$ cat src/rtl/alu_wb_stage.sv
// Execute-to-writeback stage: 2-entry skid buffer holding ALU results, branch
// resolution from FlagZ, youngest-first register forwarding and a retire counter.
module alu_wb_stage #(
  parameter int N     = 32,
  parameter int CNT_W = 16
) (
  input  logic             clk,
  input  logic             reset_n,
  input  logic             in_valid,
  output logic             in_ready,
  input  logic [N-1:0]     in_result,
  input  logic             in_flagz,
  input  logic [4:0]       in_rd,
  input  logic             in_wr_en,
  input  logic [1:0]       in_br_type,
  input  logic             flush,
  output logic             out_valid,
  input  logic             out_ready,
  output logic [N-1:0]     out_result,
  output logic [4:0]       out_rd,
  output logic             out_wr_en,
  output logic             out_br_taken,
  input  logic [4:0]       lookup_rs,
  output logic             fwd_hit,
  output logic [N-1:0]     fwd_data,
  output logic [CNT_W-1:0] retire_cnt
);

  typedef struct packed {
    logic [N-1:0] result;
    logic [4:0]   rd;
    logic         wr_en;
    logic         br_taken;
  } entry_t;

  typedef enum logic [1:0] {EMPTY, ONE, FULL} state_t;

  state_t state, state_nxt;
  entry_t main_q, skid_q, in_ent;
  logic   main_ld_in, main_ld_skid, skid_ld;
  logic   main_v, skid_v, accept, pop;

  assign main_v = (state != EMPTY);
  assign skid_v = (state == FULL);

  // reset_n in the term keeps in_ready low for the whole reset window
  assign in_ready = reset_n & ~skid_v & ~flush;
  assign accept   = in_valid & in_ready;
  assign pop      = main_v & out_ready;

  // qualify write enable and resolve the branch before storing
  always_comb begin
    in_ent.result = in_result;
    in_ent.rd     = in_rd;
    in_ent.wr_en  = in_wr_en & (in_rd != 5'd0);
    case (in_br_type)
      2'b01:   in_ent.br_taken = in_flagz;
      2'b10:   in_ent.br_taken = ~in_flagz;
      2'b11:   in_ent.br_taken = 1'b1;
      default: in_ent.br_taken = 1'b0;
    endcase
  end

  always_comb begin
    state_nxt    = state;
    main_ld_in   = 1'b0;
    main_ld_skid = 1'b0;
    skid_ld      = 1'b0;
    case (state)
      EMPTY: begin
        if (accept) begin
          state_nxt  = ONE;
          main_ld_in = 1'b1;
        end
      end
      ONE: begin
        if (accept && pop) begin
          main_ld_in = 1'b1;
        end else if (accept) begin
          state_nxt = FULL;
          skid_ld   = 1'b1;
        end else if (pop) begin
          state_nxt = EMPTY;
        end
      end
      FULL: begin
        if (pop) begin
          state_nxt    = ONE;
          main_ld_skid = 1'b1;
        end
      end
      default: state_nxt = EMPTY;
    endcase
    // flush overrides; accept is already blocked through in_ready
    if (flush) begin
      state_nxt    = EMPTY;
      main_ld_skid = 1'b0;
    end
  end

  always_ff @(posedge clk or negedge reset_n) begin
    if (!reset_n) begin
      state <= EMPTY;
    end else begin
      state <= state_nxt;
    end
  end

  always_ff @(posedge clk or negedge reset_n) begin
    if (!reset_n) begin
      main_q <= '0;
      skid_q <= '0;
    end else begin
      if (main_ld_in)
        main_q <= in_ent;
      else if (main_ld_skid)
        main_q <= skid_q;
      if (skid_ld)
        skid_q <= in_ent;
    end
  end

  always_ff @(posedge clk or negedge reset_n) begin
    if (!reset_n) begin
      retire_cnt <= '0;
    end else if (pop) begin
      retire_cnt <= retire_cnt + 1'b1;
    end
  end

  assign out_valid    = main_v;
  assign out_result   = main_q.result;
  assign out_rd       = main_q.rd;
  assign out_wr_en    = main_q.wr_en;
  assign out_br_taken = main_q.br_taken;

  // skid holds the younger op, so it takes priority over main
  logic skid_hit, main_hit;
  assign skid_hit = (lookup_rs != 5'd0) & skid_v & skid_q.wr_en & (skid_q.rd == lookup_rs);
  assign main_hit = (lookup_rs != 5'd0) & main_v & main_q.wr_en & (main_q.rd == lookup_rs);

  always_comb begin
    fwd_hit  = 1'b0;
    fwd_data = '0;
    if (skid_hit) begin
      fwd_hit  = 1'b1;
      fwd_data = skid_q.result;
    end else if (main_hit) begin
      fwd_hit  = 1'b1;
      fwd_data = main_q.result;
    end
  end

endmodule

$ cat config.mk
export PLATFORM = sky130hd
export DESIGN_NAME = alu_wb_stage
export DESIGN_NICKNAME = d
export VERILOG_FILES = /design/src/rtl/alu_wb_stage.sv
export SDC_FILE = /design/constraint.sdc
export NUM_CORES = 1
export LEC_CHECK = 0
export ABC_AREA = 1
export BUFFER_PORTS_ARGS = -buffer_cell sky130_fd_sc_hd__buf_2
export CAP_MARGIN = 10
export CORE_MARGIN = 5
export CORE_UTILIZATION = 40
export CTS_BUF_LIST = sky130_fd_sc_hd__clkbuf_8 sky130_fd_sc_hd__clkbuf_16
export DETAILED_ROUTE_END_ITERATION = 10
export GPL_ROUTABILITY_DRIVEN = 0
export SLEW_MARGIN = 5
export SYNTH_ARGS = -nofsm -noshare
export SYNTH_HDL_FRONTEND = slang
export SYNTH_SLANG_ARGS = --single-unit
$ cat constraint.sdc
create_clock -name clk -period 1.7 [get_ports clk]
set_input_delay 0.085 -clock clk [delete_from_list [all_inputs] [get_ports clk]]
set_output_delay 0.085 -clock clk [all_outputs]
set_load 0.03 [all_outputs]
# [Yosys cells after proc, flatten, opt, wreduce, memory -nomap -nowiden]
# Index checks and enable logic that the tools add are counted.
[op_classes] shift=0 n_mux=22 bitwise=14 multipliers=0 magnitude_cmp=0 n_eq_ne=11 add_sub_neg=1 reduce_logical=7 div_mod_pow=0
[op_table] cell="2-to-1 mux 39 bit" count=2
[op_table] cell="2-to-1 mux 32 bit" count=2
[op_table] cell="adder 16 x 1 -> 16 bit (second input constant)" count=1
[op_table] cell="2-to-1 mux 2 bit" count=6
[op_table] cell="AND 1 bit" count=11
[op_table] cell="== test 5 bit" count=2
[op_table] cell="nonzero test 5 bit" count=2
[op_table] cell="2-to-1 mux 1 bit" count=9
[op_table] cell="== test 2 bit (second input constant)" count=3
[op_table] cell="!= test 3 bit (second input constant)" count=2
[op_table] cell="one-hot mux 2 bit (3 select lines)" count=1
[op_table] cell="== test 2 x 1 -> 1 bit (second input constant)" count=2
[op_table] cell="!= test 4 bit (second input constant)" count=1
[op_table] cell="AND reduction 4 bit" count=1
[op_table] cell="nonzero test 2 bit" count=2
[op_table] cell="!= test 3 x 2 -> 1 bit (second input constant)" count=1
[op_table] cell="inverter 1 bit" count=3
[op_table] cell="one-hot mux 1 bit (3 select lines)" count=1
[op_table] cell="logical NOT 2 bit" count=1
[op_table] cell="one-hot mux 1 bit (2 select lines)" count=1
[op_table] cell="logical AND 1 bit" count=1
[totals] memories=0 latchBits=0 rom_bits=0 ff_bits=96 ram_bits=0 inputBits=51 out_inout_bits=90 word_cells=65

# [Logic depth before layout (Yosys ltp)]
# Gate-level depths: netlist of run 1.
[logic_depth] ltp_word=9 ltp_mapped=11

# [Worst setup path before layout of run 1]
# OpenSTA, ideal clock, no wires.
[synth_path] path_type="reg2out" start="reg state[1]" end="out fwd_hit" n_path_buf=0 stages_incl_launch_ff=7 t_required_ns=1.615 arrival_time_ns=1.702 path_slack_ns=-0.087 cell_sequence="dfrtp_1 > inv_2 > nand2_1 > nand2_1 > nor2_1 > nand2_1 > o21ai_0"
[synth_via] elab_chain_cells=6
[synth_rtl] element="start, declared" line_no="38" source="state_t state, state_nxt;"
[synth_rtl] element="start signal, assigned" line_no="105" source="state <= state_nxt;"
[synth_rtl] element="nonzero test 2 bit" line_no="43" source="assign main_v = (state != EMPTY);"
[synth_rtl] element="via out_valid" line_no="17" source="output logic out_valid,"
[synth_rtl] element="AND 1 bit (3 in a row)" line_no="140" source="assign main_hit = (lookup_rs != 5'd0) & main_v & main_q.wr_en & (main_q.rd == lookup_rs);"
[synth_rtl] element="2-to-1 mux 1 bit" line_no="148" source="end else if (main_hit) begin"
[synth_rtl] element="2-to-1 mux 1 bit" line_no="145" source="if (skid_hit) begin"
[synth_rtl] element="end, declared" line_no="24" source="output logic fwd_hit,"
# The timed path passes the listed nets, and every way through them passes these cells.

# [Final worst setup path of run 1]
[layout_path] start="reg skid_q[5] in the netlist's numbering" end="out fwd_data[17]"
[layout_via] elab_chain_cells=3
[layout_rtl] element="start, declared" line_no="39" source="entry_t main_q, skid_q, in_ent;"
[layout_rtl] element="start signal, assigned" line_no="119" source="skid_q <= in_ent;"
[layout_rtl] element="== test 5 bit" line_no="139" source="assign skid_hit = (lookup_rs != 5'd0) & skid_v & skid_q.wr_en & (skid_q.rd == lookup_rs);"
[layout_rtl] element="AND 1 bit" line_no="139"
[layout_rtl] element="2-to-1 mux 32 bit" line_no="145"
[layout_rtl] element="end, declared" line_no="25" source="output logic [N-1:0] fwd_data,"
# No other way between the ends.

==> results_dict.tcl, run 1 <==
set metrics [dict create \
    synth_common_cells "nand2_1, dfrtp_1, nand3_1" \
    final_hold_viol_count 42 \
    fp.dieW_um 121.9 \
    floorplan.die.height_um 121.9 \
    ctsRootBufferMaster "clkbuf_16" \
    cell_internal_pwr_w 0.005119 \
    period_share 1.152 \
    synth_cells 688 \
    p_sw_w 0.003289 \
    critPathRequiredTime_ns 1.62 \
    final_max_slew_viol_count 0 \
    yosys.area.top_type_share 0.4796 \
    syn_to_final_growth_pct 61.05 \
    crit_path_end_kind "output pin" \
    htreeDepth 3 \
    seqPwrFrac 0.424 \
    mappedNetlistNets 740 \
    synth_async_sr_flop_share 1.000 \
    initial_core_util 0.4118 \
    portBuffers 140 \
    cp_max_fo 14 \
    placed_cell_area_um2 6025 \
    setup_viol 71 \
    coreArea_um2 12160 \
    start_kind "flip-flop" \
    drv_cap 0 \
    clk_latency_ns 0.35 \
    num-fill-cells 1030 \
    holdWs_ns -0.1668 \
    drt_first_pass_iters 5 \
    synth.most_common_cell "nand2_1" \
    fmax_mhz 510.7 \
    grt_pass1_wl_mm 25.78 \
    p_leak_nw 4.199 \
    nets 961 \
    synth_enable_flop_cells 0 \
    cts_tree "done" \
    synth_top_area_cell "dfrtp_1" \
    synth.area.top_cells "dfrtp_1, nand2_1, nand3_1, a22oi_1, nor2_1" \
    netlist_area_um2 5009 \
    drive_above_1_share 0.3643 \
    cts_hold_buf 36 \
    dp_worst_setup_slack_ns -0.1520 \
    outcome "finished with violations" \
    io_pins 141 \
    violations "hold timing, setup timing" \
    crit_arrival_ns 1.87 \
    grt_use_total 0.2187 \
    syn_avg_cell_area_um2 7.280 \
    crit_type "flip-flop to output pin" \
    slowest_delay_ns 0.38 \
    drt_iter0_markers 575 \
    design_area_um2 8066 \
    ir_worst_vdd_uv 649.2 \
    ys_ff_latch 96 \
    clkSlewWorstSetupHoldPaths_ns 0.07 \
    combPwrFrac 0.329 \
    layout_min_cycle_time_ns 1.958 \
    dp_hpwl_mm 10.06 \
    synth_cell_types 23 \
    final_antenna_net_count 0 \
    setup_ws_ns -0.2581 \
    clock_sinks 96 \
    drc_errors 0 \
    cts_buffers 9 \
    ys_dominant_reg_cell "dfrtp_1" \
    grt_setup_unrepaired "yes" \
    vias_per_cell 5.284 \
    clock_power_share 0.246 \
    finClkSkew_ns 0.01170 \
    grt_max_degree 55 \
    std_cell_rows 40 \
    multi_input_area_um2 2760 \
    p_per_area_nw_per_um2 1042 \
    tightest_slew_ns 0.7079 \
    ys_warn_count 0 \
    grt_pass1_vias 5010 \
    grt-ovfl-total 0 \
    cp_cell_sequence "inv_1 > nand2_2 > nand2_2 > nor2_1 > nand2_1 > nor2_4 > clkbuf_16 > nand3_1 > nand2_2 > buf_6" \
    cpMaxStageDelayCell "dfrtp_1" \
    slew_headroom 0.5281 \
    routed_wl_mm 19.39 \
    reg2reg_slack_ns -0.12 \
    ys_seq_area_frac 0.4796 \
    switching_share 0.3912 \
    via_count 5717 \
    diodes 0 \
    cts_buffer_depth 2 \
    wl_per_cell_um 17.92 \
    ff_latch_area_um2 2404 \
    die_area_um2 14860 \
    antenna_found_initial 0 \
    hp-class "primary input to async pin" \
    crit_path_frequent_cell "nand2_2" \
]
[per-layer routing]
layer	GRT usage	vias to the layer above	wire, um
met5	0	-	0
met4	0.06933	0	493
met3	0.03528	45	1514
met2	0.3612	293	8929
met1	0.2948	2732	8455
li1	-	2647	-
[power groups by stage]
stage | Clock [W] | Combinational, W | Sequential (W)
2_1_floorplan | 0 | 0.000914 | 0.00397
3_3_place_gp | 0 | 0.00217 | 0.00349
3_5_place_dp | 0 | 0.00223 | 0.00350
4_1_cts | 0.00211 | 0.00239 | 0.00347
5_1_grt | 0.00220 | 0.00300 | 0.00364
6_report | 0.00207 | 0.00277 | 0.00357
[sequential cells by signal, summed over array words and instances, names as in the netlist]
register,count
out_result,32
out_rd,5
out_wr_en,1
state,2
out_br_taken,1
skid_q,39
retire_cnt,16
[path summary, 6_finish.rpt]
| check | startpoint | end | cells past startpoint |
|---|---|---|---|
| worst min register to register | out_result[17] | out_result[17] | 2 |
| min in group clk | in_wr_en | skid_q[1] | 3 |
| worst max register to register | state[1] | skid_q[0] | 10 |
| max in group asynchronous | reset_n | skid_q[26] | 3 |
| worst min-delay path | reset_n | out_rd[0] | 2 |
| worst max-delay path | skid_q[5] | fwd_data[17] | 10 |
[cell families (layout without fill, tap and decap cells)]
group	count (synthesis)	in the layout	share of synthesized area
AO/OA/AOI/OAI	53	53	0.07194
XOR/XNOR	9	9	0.01574
adder cells (fa/ha/maj)	1	1	0.002498
buffers and inverters	72	295	0.06295
flip-flops	96	96	0.4796
AND/OR/NAND/NOR	457	460	0.3672
[stage by stage]
stage	util	hold slack, ns	cells	TNS (ns)	power [W]
2_1_floorplan	-	-0.2106	688	0	0.004881
3_3_place_gp	0.4954	0.2239	984	-2.382	0.005666
3_5_place_dp	0.4954	0.2332	984	-4.562	0.005732
4_1_cts	0.5844	-0.1362	1047	-6.277	0.007969
5_1_grt	0.6633	-0.1142	1082	-14.99	0.008837
6_report	0.6633	-0.1668	1082	-8.549	0.008408
[cell usage in the layout, fill, tap and decap left out, drive strengths merged, types with 6 or more instances in the layout]
cell type	n
buf	189
dfrtp	96
nand2	329
inv	42
nor2	53
o21ai	14
xnor2	6
nand3	73
clkbuf	24
dlygate4sd3	36
a22oi	38
[critical path: cells and delay by family (launching register included)]
family | cells | cell delay [ns]
flip-flops | 1 | 0.38
buffers and inverters | 3 | 0.44
AND/OR/NAND/NOR | 7 | 0.68
[final cells by class]
type                    instances  area share
clock inverters                 6    0.007445
clock buffers                  10     0.02963
flip-flops and latches         96      0.2980
repair buffers                239      0.2775
well taps                     168     0.02606
inverters                      40     0.01923
multi-input cells             523      0.3422
[what timing repair did]
item,4_1_cts,5_1_grt
hold endpoints to repair,114,42
setup endpoints to repair,72,114
pin swaps,14,32
cloned,4,20
resized for setup,91,122
buffers inserted,8,17
Note: power is estimated with default switching activity, not from simulation.
==> run 2: changes to the inputs <==
--- a/config.mk
+++ b/config.mk
@@ -10,7 +10,6 @@
 export CAP_MARGIN = 10
 export CORE_MARGIN = 5
 export CORE_UTILIZATION = 40
-export CTS_BUF_LIST = sky130_fd_sc_hd__clkbuf_8 sky130_fd_sc_hd__clkbuf_16
 export DETAILED_ROUTE_END_ITERATION = 10
 export GPL_ROUTABILITY_DRIVEN = 0
 export SLEW_MARGIN = 5
==> results_dict.tcl, run 2 (same netlist as run 1, synthesis figures left out) <==
set metrics [dict create \
    largest_reg_flops 39 \
    vias_per_cell 5.206 \
    drc_errors 0 \
    layout_min_cycle_time_ns 1.952 \
    grt_util_met1 0.2946 \
    p_leak_nw 4.141 \
    clkSlewWorstSetupHoldPaths_ns 0.07 \
    cp_cell_sequence "inv_2 > nand2_2 > nand2_1 > nor2_1 > nand2_2 > nor2_4 > buf_6 > buf_12 > nand3_1 > nand2_1 > buf_6" \
    htreeDepth 3 \
    violations "hold timing, setup timing" \
    dp_hpwl_mm 10.06 \
    final_common_cell "nand2_1" \
    crit_type "flip-flop to output pin" \
    grt-ovfl-total 0 \
    ff2ff_path_depth 9 \
    std_cell_rows 40 \
    drt_first_pass_iters 6 \
    finClkSkew_ns 0.01033 \
    setup_ws_ns -0.2516 \
    antenna_found_initial 0 \
    initial_core_util 0.4118 \
    hp-class "primary input to async pin" \
    ir_worst_vdd_uv 647.7 \
    coreArea_um2 12160 \
    holdWs_ns -0.1657 \
    period_share 1.148 \
    diodes 0 \
    r2r_end "skid_q[38]" \
    final.setup.tns_ns -7.238 \
    clock_sinks 96 \
    routed_wl_mm 19.14 \
    reg2reg_slack_ns -0.01 \
    crit_arrival_ns 1.87 \
    die_area_um2 14860 \
    cpMaxStageDelayCell "dfrtp_1" \
    start_kind "flip-flop" \
    final_cell_mix "nand2_1, buf_2, dfrtp_1, nand3_1, buf_6" \
    use_met2 0.3612 \
    cts_hold_buf 36 \
    p_per_area_nw_per_um2 1047 \
    regMostFlops "skid_q" \
    grt_pass1_vias 5009 \
    cp_max_fo 8 \
    nets 958 \
    via_count 5617 \
    portBuffers 140 \
    outcome "finished with violations" \
    final_hold_viol_count 42 \
    cts_buffers 9 \
    cts_buffer_depth 2 \
    critPathRequiredTime_ns 1.62 \
    final_max_slew_viol_count 0 \
    drive_above_1_share 0.3271 \
    io_pins 141 \
    ctsRootBufferMaster "clkbuf_16" \
    crit_path_end_kind "output pin" \
    syn_to_final_growth_pct 57.48 \
    wl_per_cell_um 17.74 \
    grt_util_met3 0.03528 \
    dp_worst_setup_slack_ns -0.1520 \
    r2r_start "state[1]" \
    fp.dieW_um 121.9 \
    tightest_slew_ns 0.7019 \
    drv_cap 0 \
    setup_viol 34 \
    busiest_layer "met2" \
    slew_headroom 0.5321 \
    design_area_um2 7888 \
    placed_cell_area_um2 6025 \
    grt_max_degree 55 \
    slowest_delay_ns 0.37 \
    grt_pass1_wl_mm 25.76 \
    final_antenna_net_count 0 \
    grt_use_total 0.2186 \
    drt_iter0_markers 566 \
    final_core_util 0.6486 \
    fmax_mhz 512.4 \
    clk_latency_ns 0.35 \
    cts_tree "done" \
    grt_setup_unrepaired "yes" \
    floorplan.die.height_um 121.9 \
]
-- run 2: worst max-delay path by stage --
| stage | from | endpoint | slack [ns] | cells past startpoint |
|---|---|---|---|---|
| global route | skid_q[4] | fwd_data[25] | -0.34 | 10 |
| detailed placement | state[0] | out_result[23] | -0.15 | 7 |
| CTS | out_rd[1] | fwd_data[31] | -0.23 | 11 |
| global placement | state[0] | out_result[22] | -0.09 | 7 |
| floorplan | state[1] | fwd_data[11] | 0.05 | 9 |
| finish | state[0] | fwd_data[5] | -0.25 | 11 |
-- run 2: through the flow --
step | total power (W) | std cells
CTS | 0.007980 | 1047
detailed placement | 0.005732 | 984
floorplan | 0.004881 | 688
global route | 0.008709 | 1079
global placement | 0.005666 | 984
finish | 0.008261 | 1079
-- run 2: final cells by class --
class / instances / area (um^2)
Clock buffer: 12 / 246.5
Clock inverter: 4 / 52.55
Fill cell: 1058 / 4274
Inverter: 40 / 152.6
Multi-Input combinational cell: 523 / 2646
Sequential cell: 96 / 2404
Tap cell: 168 / 210.2
Timing Repair Buffer: 236 / 2176
-- run 2: timing repair --
action,CTS,global route
setup endpoints to repair,72,114
hold endpoints to repair,114,42
pin swaps,14,30
buffers inserted,8,16
gates resized for setup,91,71
gates cloned,4,19
-- run 2: routing by layer --
metal | vias to the layer above | routed length [um] | part of all wire
li1 | 2639 | - | -
met1 | 2644 | 8348 | 0.44
met2 | 296 | 8982 | 0.47
met3 | 38 | 1391 | 0.073
met4 | 0 | 417 | 0.022
met5 | - | 0 | 0
-- run 2: critical path, delay by kind of cell, from the launching register on --
family                 cells  cell delay [ns]
buffers and inverters      4             0.52
DFF                        1             0.37
and+or+nand+nor            7             0.63
-- run 2: power breakdown --
part,total [W],switching (W),internal [W]
Combinational,0.00267,0.00172,0.000951
Sequential,0.00352,0.000603,0.00292
Clock,0.00207,0.000884,0.00119
